--- src/rtl/regfile_wb_pkg.sv ---
// Shared types for the register-file writeback front end: buffered entry layout,
// arbiter state encoding and a width helper.
`define REGFILE_WB_DECLARE_S(aw, dw) \
  typedef struct packed { \
    logic [(aw)-1:0] addr; \
    logic [(dw)-1:0] data; \
  } rf_wb_s

package regfile_wb_pkg;

  typedef enum logic {
    NORMAL = 1'b0,
    STALL  = 1'b1
  } wb_state_e;

  // Never returns 0, so a single-element range still gets a 1-bit field
  function automatic int unsigned safe_clog2(input int unsigned n);
    return (n <= 1) ? 1 : $clog2(n);
  endfunction

endpackage

--- src/rtl/bsg_fifo_1r1w_small.sv ---
// Small circular FIFO with one write and one read port; also exposes per-slot
// valid bits and contents so the owner can decode what is buffered.
module bsg_fifo_1r1w_small
    import regfile_wb_pkg::*;
#(
    parameter  int unsigned width_p      = 32,
    parameter  int unsigned els_p        = 4,
    localparam int unsigned ptr_width_lp = safe_clog2(els_p),
    localparam int unsigned cnt_width_lp = $clog2(els_p + 1)
) (
    input  logic                             clk_i,
    input  logic                             reset_n_i,
    input  logic                             v_i,
    input  logic [width_p-1:0]               data_i,
    output logic                             ready_o,
    input  logic                             yumi_i,
    output logic                             v_o,
    output logic [width_p-1:0]               data_o,
    output logic [cnt_width_lp-1:0]          count_o,
    output logic [els_p-1:0]                 slot_v_o,
    output logic [els_p-1:0][width_p-1:0]    slot_data_o
);

    logic [els_p-1:0][width_p-1:0] r_mem;
    logic [ptr_width_lp-1:0]       r_rptr;
    logic [ptr_width_lp-1:0]       r_wptr;
    logic [cnt_width_lp-1:0]       r_cnt;
    logic [els_p-1:0]              r_slot_v;
    logic                          w_enq;
    logic                          w_deq;

    function automatic logic [ptr_width_lp-1:0] ptr_inc(input logic [ptr_width_lp-1:0] p);
        return (p == ptr_width_lp'(els_p - 1)) ? '0 : p + 1'b1;
    endfunction

    // Readiness depends only on stored count; a same-cycle dequeue does not free a slot
    assign ready_o     = (r_cnt < cnt_width_lp'(els_p));
    assign v_o         = (r_cnt != '0);
    assign w_enq       = v_i & ready_o;
    assign w_deq       = yumi_i & v_o;
    assign data_o      = r_mem[r_rptr];
    assign count_o     = r_cnt;
    assign slot_v_o    = r_slot_v;
    assign slot_data_o = r_mem;

    always_ff @(posedge clk_i or negedge reset_n_i) begin
        if (!reset_n_i) begin
            r_rptr   <= '0;
            r_wptr   <= '0;
            r_cnt    <= '0;
            r_slot_v <= '0;
        end else begin
            if (w_deq) begin
                r_rptr           <= ptr_inc(r_rptr);
                r_slot_v[r_rptr] <= 1'b0;
            end
            if (w_enq) begin
                r_wptr           <= ptr_inc(r_wptr);
                r_slot_v[r_wptr] <= 1'b1;
            end
            case ({w_enq, w_deq})
                2'b10:   r_cnt <= r_cnt + 1'b1;
                2'b01:   r_cnt <= r_cnt - 1'b1;
                default: r_cnt <= r_cnt;
            endcase
        end
    end

    always_ff @(posedge clk_i) begin
        if (w_enq) begin
            r_mem[r_wptr] <= data_i;
        end
    end

endmodule

--- src/rtl/regfile_writeback.sv ---
// Register-file write port arbiter: pipeline writeback has fixed priority, remote-load
// responses are buffered and drained in idle cycles, with a forced stall on starvation.
module regfile_writeback
  import regfile_wb_pkg::*;
#(
  parameter  int unsigned width_p           = 32,
  parameter  int unsigned els_p             = 32,
  parameter  int unsigned fifo_els_p        = 4,
  parameter  int unsigned starve_max_p      = 8,
  parameter  bit          x0_tied_to_zero_p = 1'b1,
  localparam int unsigned addr_width_lp     = safe_clog2(els_p),
  localparam int unsigned cnt_width_lp      = $clog2(fifo_els_p + 1)
) (
  input  logic                     clk_i,
  input  logic                     reset_n_i,
  input  logic                     int_v_i,
  input  logic [addr_width_lp-1:0] int_addr_i,
  input  logic [width_p-1:0]       int_data_i,
  output logic                     stall_o,
  input  logic                     rl_v_i,
  input  logic [addr_width_lp-1:0] rl_addr_i,
  input  logic [width_p-1:0]       rl_data_i,
  output logic                     rl_ready_o,
  output logic                     w_v_o,
  output logic [addr_width_lp-1:0] w_addr_o,
  output logic [width_p-1:0]       w_data_o,
  output logic [els_p-1:0]         pending_mask_o,
  output logic [cnt_width_lp-1:0]  pending_cnt_o
);

  `REGFILE_WB_DECLARE_S(addr_width_lp, width_p);

  localparam int unsigned starve_width_lp = safe_clog2(starve_max_p);

  wb_state_e                   r_state;
  wb_state_e                   w_state_n;
  logic [starve_width_lp-1:0]  r_starve;
  logic [starve_width_lp-1:0]  w_starve_n;

  rf_wb_s                      w_rl_entry;
  rf_wb_s                      w_head;
  rf_wb_s [fifo_els_p-1:0]     w_slot_data;
  logic [fifo_els_p-1:0]       w_slot_v;
  logic                        w_head_v;
  logic                        w_enq;
  logic                        w_deq;
  logic                        w_rl_drop;
  logic                        w_int_we;

  // A response to x0 still handshakes on rl_ready_o but is never stored
  assign w_rl_drop  = x0_tied_to_zero_p && (rl_addr_i == '0);
  assign w_enq      = rl_v_i & ~w_rl_drop;
  assign w_rl_entry = '{addr: rl_addr_i, data: rl_data_i};

  bsg_fifo_1r1w_small #(
    .width_p ($bits(rf_wb_s)),
    .els_p   (fifo_els_p)
  ) u_fifo (
    .clk_i       (clk_i),
    .reset_n_i   (reset_n_i),
    .v_i         (w_enq),
    .data_i      (w_rl_entry),
    .ready_o     (rl_ready_o),
    .yumi_i      (w_deq),
    .v_o         (w_head_v),
    .data_o      (w_head),
    .count_o     (pending_cnt_o),
    .slot_v_o    (w_slot_v),
    .slot_data_o (w_slot_data)
  );

  // Any pipeline valid, even a discarded x0 write, owns the port for the cycle
  assign w_int_we = int_v_i & ~(x0_tied_to_zero_p && (int_addr_i == '0));
  assign w_deq    = w_head_v & ~int_v_i;
  assign w_v_o    = w_int_we | w_deq;
  assign w_addr_o = int_v_i ? int_addr_i : w_head.addr;
  assign w_data_o = int_v_i ? int_data_i : w_head.data;
  assign stall_o  = (r_state == STALL);

  always_comb begin
    pending_mask_o = '0;
    for (int unsigned i = 0; i < fifo_els_p; i++) begin
      if (w_slot_v[i] && (32'(w_slot_data[i].addr) < els_p)) begin
        pending_mask_o[w_slot_data[i].addr] = 1'b1;
      end
    end
  end

  always_comb begin
    w_state_n  = r_state;
    w_starve_n = r_starve;
    case (r_state)
      NORMAL: begin
        if (w_head_v && !w_deq) begin
          if (r_starve == starve_width_lp'(starve_max_p - 1)) begin
            w_state_n  = STALL;
            w_starve_n = '0;
          end else begin
            w_starve_n = r_starve + 1'b1;
          end
        end else begin
          w_starve_n = '0;
        end
      end
      STALL: begin
        w_state_n  = NORMAL;
        w_starve_n = '0;
      end
    endcase
  end

  always_ff @(posedge clk_i or negedge reset_n_i) begin
    if (!reset_n_i) begin
      r_state  <= NORMAL;
      r_starve <= '0;
    end else begin
      r_state  <= w_state_n;
      r_starve <= w_starve_n;
    end
  end

  a_no_int_during_stall: assert property (
    @(posedge clk_i) disable iff (!reset_n_i) (r_state == STALL) |-> !int_v_i
  );

endmodule

--- config.mk ---
export PLATFORM = sky130hd
export DESIGN_NAME = regfile_writeback
export DESIGN_NICKNAME = d
export VERILOG_FILES = /design/src/rtl/regfile_wb_pkg.sv /design/src/rtl/bsg_fifo_1r1w_small.sv /design/src/rtl/regfile_writeback.sv
export SDC_FILE = /design/constraint.sdc
export NUM_CORES = 1
export LEC_CHECK = 0
export ABC_AREA = 1
export CORE_ASPECT_RATIO = 1.1
export CORE_MARGIN = 1
export CORE_UTILIZATION = 50
export CTS_BUF_LIST = sky130_fd_sc_hd__clkbuf_4 sky130_fd_sc_hd__clkbuf_8 sky130_fd_sc_hd__clkbuf_16
export DETAILED_ROUTE_END_ITERATION = 7
export PLACE_DENSITY = 0.77
export SLEW_MARGIN = 20
export SYNTH_ARGS = -nofsm -noshare
export SYNTH_HDL_FRONTEND = slang
export SYNTH_HIERARCHICAL = 1
export SYNTH_SLANG_ARGS = --single-unit
--- constraint.sdc ---
create_clock -name clk_i -period 4.5 [get_ports clk_i]
set_input_delay 0.9 -clock clk_i [delete_from_list [all_inputs] [get_ports clk_i]]
set_output_delay 0.9 -clock clk_i [all_outputs]
set_load 0.03 [all_outputs]
### After elaboration in Yosys (flattened, before gate mapping)

Index checks and enable logic that the tools add are counted.
W data, S select, Z words.

| cells by class | value |
|---|---|
| add/sub/neg operators | 5 |
| order comparisons | 13 |
| equality and inequality tests | 5 |
| mux-type cells | 34 |
| bitwise gates (word level) | 16 |
| reductions and logical operators | 12 |

Operators by type and width:

| cell | count |
|---|---|
| $mux W32 | 5 |
| $bwmux W148 | 1 |
| $or A32 B32 Y32 | 3 |
| $bmux W37 S2 | 1 |
| $demux W37 S2 | 1 |
| $mux W37 | 2 |
| $lt A5 B6 Y1 const B | 4 |
| $demux W1 S5 | 4 |
| $ge A5 B1 Y1 const B | 4 |
| $pmux W3 S2 | 2 |
| $logic_not A5 Y1 | 2 |
| $mux W1 | 8 |
| $mux W4 | 2 |
| $logic_and A1 B1 Y1 | 7 |
| $add A3 B1 Y3 const B | 2 |
| $eq A2 B2 Y1 const B | 3 |
| $lt A2 B3 Y1 const B | 2 |
| $mux W3 | 2 |
| $and A1 B1 Y1 | 5 |
| $mux W5 | 1 |
| $add A2 B1 Y2 const B | 2 |
| $and A4 B4 Y4 | 1 |
| $demux W1 S2 | 2 |
| $ge A2 B1 Y1 const B | 2 |
| 13 further kinds | 17 |

| word-level totals | value |
|---|---|
| register bits after elaboration | 163 |
| input port bits | 78 |
| output and inout bits | 75 |
| word-level logic and storage cells | 95 |

### Logic depth before layout (Yosys ltp)

| logic depth | value |
|---|---|
| depth after elaboration | 11 |
| gate-level depth with buffers | 14 |

### By module

The synthesis kept the hierarchy.

Modules (own cells, without submodules):

| module | instances | cells an instance | area each (µm²) | seq. area each (µm²) |
|---|---|---|---|---|
| bsg_fifo_1r1w_small | 1 | 472 | 6,257.3 | 4,719.5 |
| regfile_writeback | 1 | 456 | 1,891.8 | 100.1 |

### Least setup slack after synthesis

No wires, ideal clock.

| timing | value |
|---|---|
| path type | in2out |
| start point | input port int_v_i |
| end point | output port w_v_o |
| arrival time | 1,733 ps |
| required time | 3,600 ps |
| slack | 1,867 ps |
| stages on the path | 4 |
| buffers on the path | 2 |
| cells stage by stage | buf_2 buf_4 nor2_1 a31oi_1 |

| on the way | value |
|---|---|
| word-level cells in the longest chain between the ends | 3 |
| elaborated cells on any way between the ends | 4 |
| those cells by class | bitwise: 4 |

RTL lines:

| what | RTL line | source |
|---|---|---|
| start: declaration | regfile_writeback.sv:16 | `input logic int_v_i,` |
| $not A1 Y1 | regfile_writeback.sv:74 | `assign w_deq = w_head_v & ~int_v_i;` |
| $and A1 B1 Y1 | regfile_writeback.sv:74 |  |
| $or A1 B1 Y1 * | regfile_writeback.sv:75 | `assign w_v_o = w_int_we \| w_deq;` |
| end: declaration | regfile_writeback.sv:24 | `output logic w_v_o,` |

Every way passes the cells marked *; elsewhere a longest branch is shown, timed or not.

==> results.ini <==
[place]
io_buffers = 152
gp_congestion = 0.954
dpl.cell_count = 1257
place_area_um2 = 9800
dp_hpwl_um = 13100

[clock_tree]
post_cts_resized = 0
cts_buffers = 17
clk_pin_slew_worst_paths_ps = 60
cts_tree = built
post_cts_buffers = 0
clk_path_buf_depth = 2
numClockSinks = 163
ctsHoldBuffers = 0
root_buffer = clkbuf_16
cts_max_level = 4
clk_latency_ps = 430

[finish]
instances_no_fill = 1289
layout_commonest_cell = nor2_1
synthToLayoutAreaGrowth_pct = 27.2
final_cell_mix = 314 x nor2_1, 185 x nand2_1, 151 x clkdlybuf4s50_1
nNetsFinal = 1166
layout-drive-gt1-share_pct = 4.50
diodes = 0
fillers = 1252
fin_area_um2 = 10400

[pwr]
p_int_uw = 3540
p_comb_share_pct = 39.5
p_leak_uw = 0.00407
switching_power_uw = 2210
switching_share_pct = 38.4
p_total_uw = 5750
power_per_cell_area_nw_per_um2 = 554
pwr-share-clk_pct = 23.8
power_frac_seq_pct = 36.7
vdd.ir_drop.worst_mv = 0.349

[timing]
skew_ps = 5.28
setup_viol = 0
whs_ps = 448
slew_headroom_pct = 49.0
worst_slew_pin_slew_ps = 762
drv_slew = 0
final-hold-violation-count = 0
max_freq_ghz = 0.264
tns_ps = 0
period_needed_ps = 3790
rsz0062_at_grt = false
period_share_pct = 84.3

[floorplan]
num_io_pins = 153
fp.coreArea_um2 = 15800
dieWidth_um = 124
die_y_um = 136
num_rows = 48
die_area_um2 = 16800
start_util_pct = 51.6

[grt]
use_met2_pct = 41.7
met1_usage_pct = 31.8
grt_overflow_total = 0
antenna_found_initial = 0
globalRouteMet3Util_pct = 4.03
grt_pass1_wl_um = 31400
grt_max_degree = 77
grt_pass1_vias = 6369
top_usage_layer = met2
grt.total_usage_pct = 24.7

[setup_path]
cp.required_ps = 3600
critPathMaxFanout = 76
crit_path_end_kind = output port
start_kind = flop
crit_type = flop to output port
arrival_ps = 2890

[yosys]
ys_ff_latch = 163
synthFlopType = edfxtp_1
avgSynthCellArea_um2 = 8.78
synth-edff-count = 148
ys_seq_area_share_pct = 59.1
synth_top_family_by_area = simple AND/OR/NAND/NOR gates
muxShareOfSynthArea_pct = 0
synth_compound_area_share_pct = 7.20
synth_cells = 928
netlist_top_cells_area = edfxtp_1 55%, nor2_1 14%, nand2_1 8.5%, o21ai_1 5.3%, dfrtp_1 4.6%
ys.warnings.count = 6
ys_async_sr_fraction_pct = 9.20
synth-simple-area-share_pct = 26.6
yosysUniqueCellTypes = 22
syn_nets = 1018
synth_top_cell_by_area = edfxtp_1
yosys.area.top_type_share_pct = 54.5
syn_area_um2 = 8150
synthAdderAreaFrac_pct = 1.93
synth-xor-area-share_pct = 0.107

[detailed_routing]
viasPerCell = 5.23
wl_per_cell_um = 15.1
num_vias = 6738
ant_nets = 0
drc = 0
drt_iter0_drc = 493
dr.pass1.iters = 5
totalWireLength_um = 19400

[hold_path]
hp-class = flop to flop

[flow_run]
drv_cap = 0

[outcome]
status = finished clean

==> final timing paths <==
kind,from,to,slack (ps),depth (start not counted)
min in group asynchronous,reset_n_i,r_starve[1],920,1
hold reg to reg,r_starve[0],r_starve[0],450,1
hold / removal,r_starve[0],r_starve[0],450,1
setup reg to reg,u_fifo/count_o[0],u_fifo/count_o[2],2040,13
setup / recovery,u_fifo/r_rptr[0],w_addr_o[0],710,6
max in group asynchronous,reset_n_i,u_fifo/r_rptr[0],3050,1
==> power groups by stage <==
stage / registers [µW] / logic, µW / clock network, µW
finish: 2110 / 2270 / 1370
global route: 2130 / 2520 / 1440
CTS: 2110 / 2290 / 1380
detailed placement: 2140 / 2270 / 0
global placement: 2130 / 2230 / 0
floorplan: 2100 / 1580 / 0
==> metrics by stage <==
stage	util, %	setup slack (ps)
5_1_grt	65.6	492
4_1_cts	65.6	688
6_report	65.6	708
3_5_place_dp	62.0	889
2_1_floorplan	-	1870
3_3_place_gp	62.0	912
==> cell type report <==
| cell class | instances | area, µm² | area share (%) |
|---|---|---|---|
| Sequential cell | 163 | 4820 | 46.5 |
| Clock inverter | 12 | 105 | 1.01 |
| Clock buffer | 20 | 467 | 4.50 |
| Tap cell | 200 | 250 | 2.41 |
| Inverter | 45 | 171 | 1.65 |
| Timing Repair Buffer | 162 | 1630 | 15.7 |
| Multi-Input combinational cell | 687 | 2920 | 28.2 |
==> routing by layer <==
metal	routed length, µm	share of wire, %	vias to the layer above
li1	-	-	3361
met1	8190	42	3117
met2	9680	50	235
met3	1160	6.0	25
met4	366	1.9	0
met5	0	0	-
==> cell usage after synthesis, types with 2 or more instances <==
cell type,count
clkbuf_1,5
inv_2,2
o21ai_1,87
dfrtp_1,15
edfxtp_1,148
buf_4,5
buf_6,10
nor2_1,314
o21ai_0,29
nand2_1,185
nand3_1,51
nand4_1,3
ha_1,11
inv_1,42
buf_2,13
nor2_2,2
==> flip-flops by register name (all words and copies together) (netlist names) <==
| signal | cells |
|---|---|
| u_fifo/slot_data_o | 148 |
| u_fifo/slot_v_o | 4 |
| r_starve | 3 |
| u_fifo/count_o | 3 |
| u_fifo/r_rptr | 2 |
| u_fifo/r_wptr | 2 |
| stall_o | 1 |
==> logic make-up (layout without fill, tap and decap cells) <==
logic type,after synthesis,in the layout
XOR/XNOR,1,1
flip-flops,163,163
buffers and inverters,78,239
AO/OA/AOI/OAI,117,117
adder cells (fa/ha/maj),12,12
AND/OR/NAND/NOR,557,557
==> worst max-delay path, stage by stage, from the launching register on <==
cell and delay (ps):
dfrtp_2 580, inv_4 640, o21ai_0 260, o21ai_1 140
nor2_1 60, nor2_1 100, clkdlybuf4s50_1 670
Note: power is estimated with default switching activity, not from simulation.
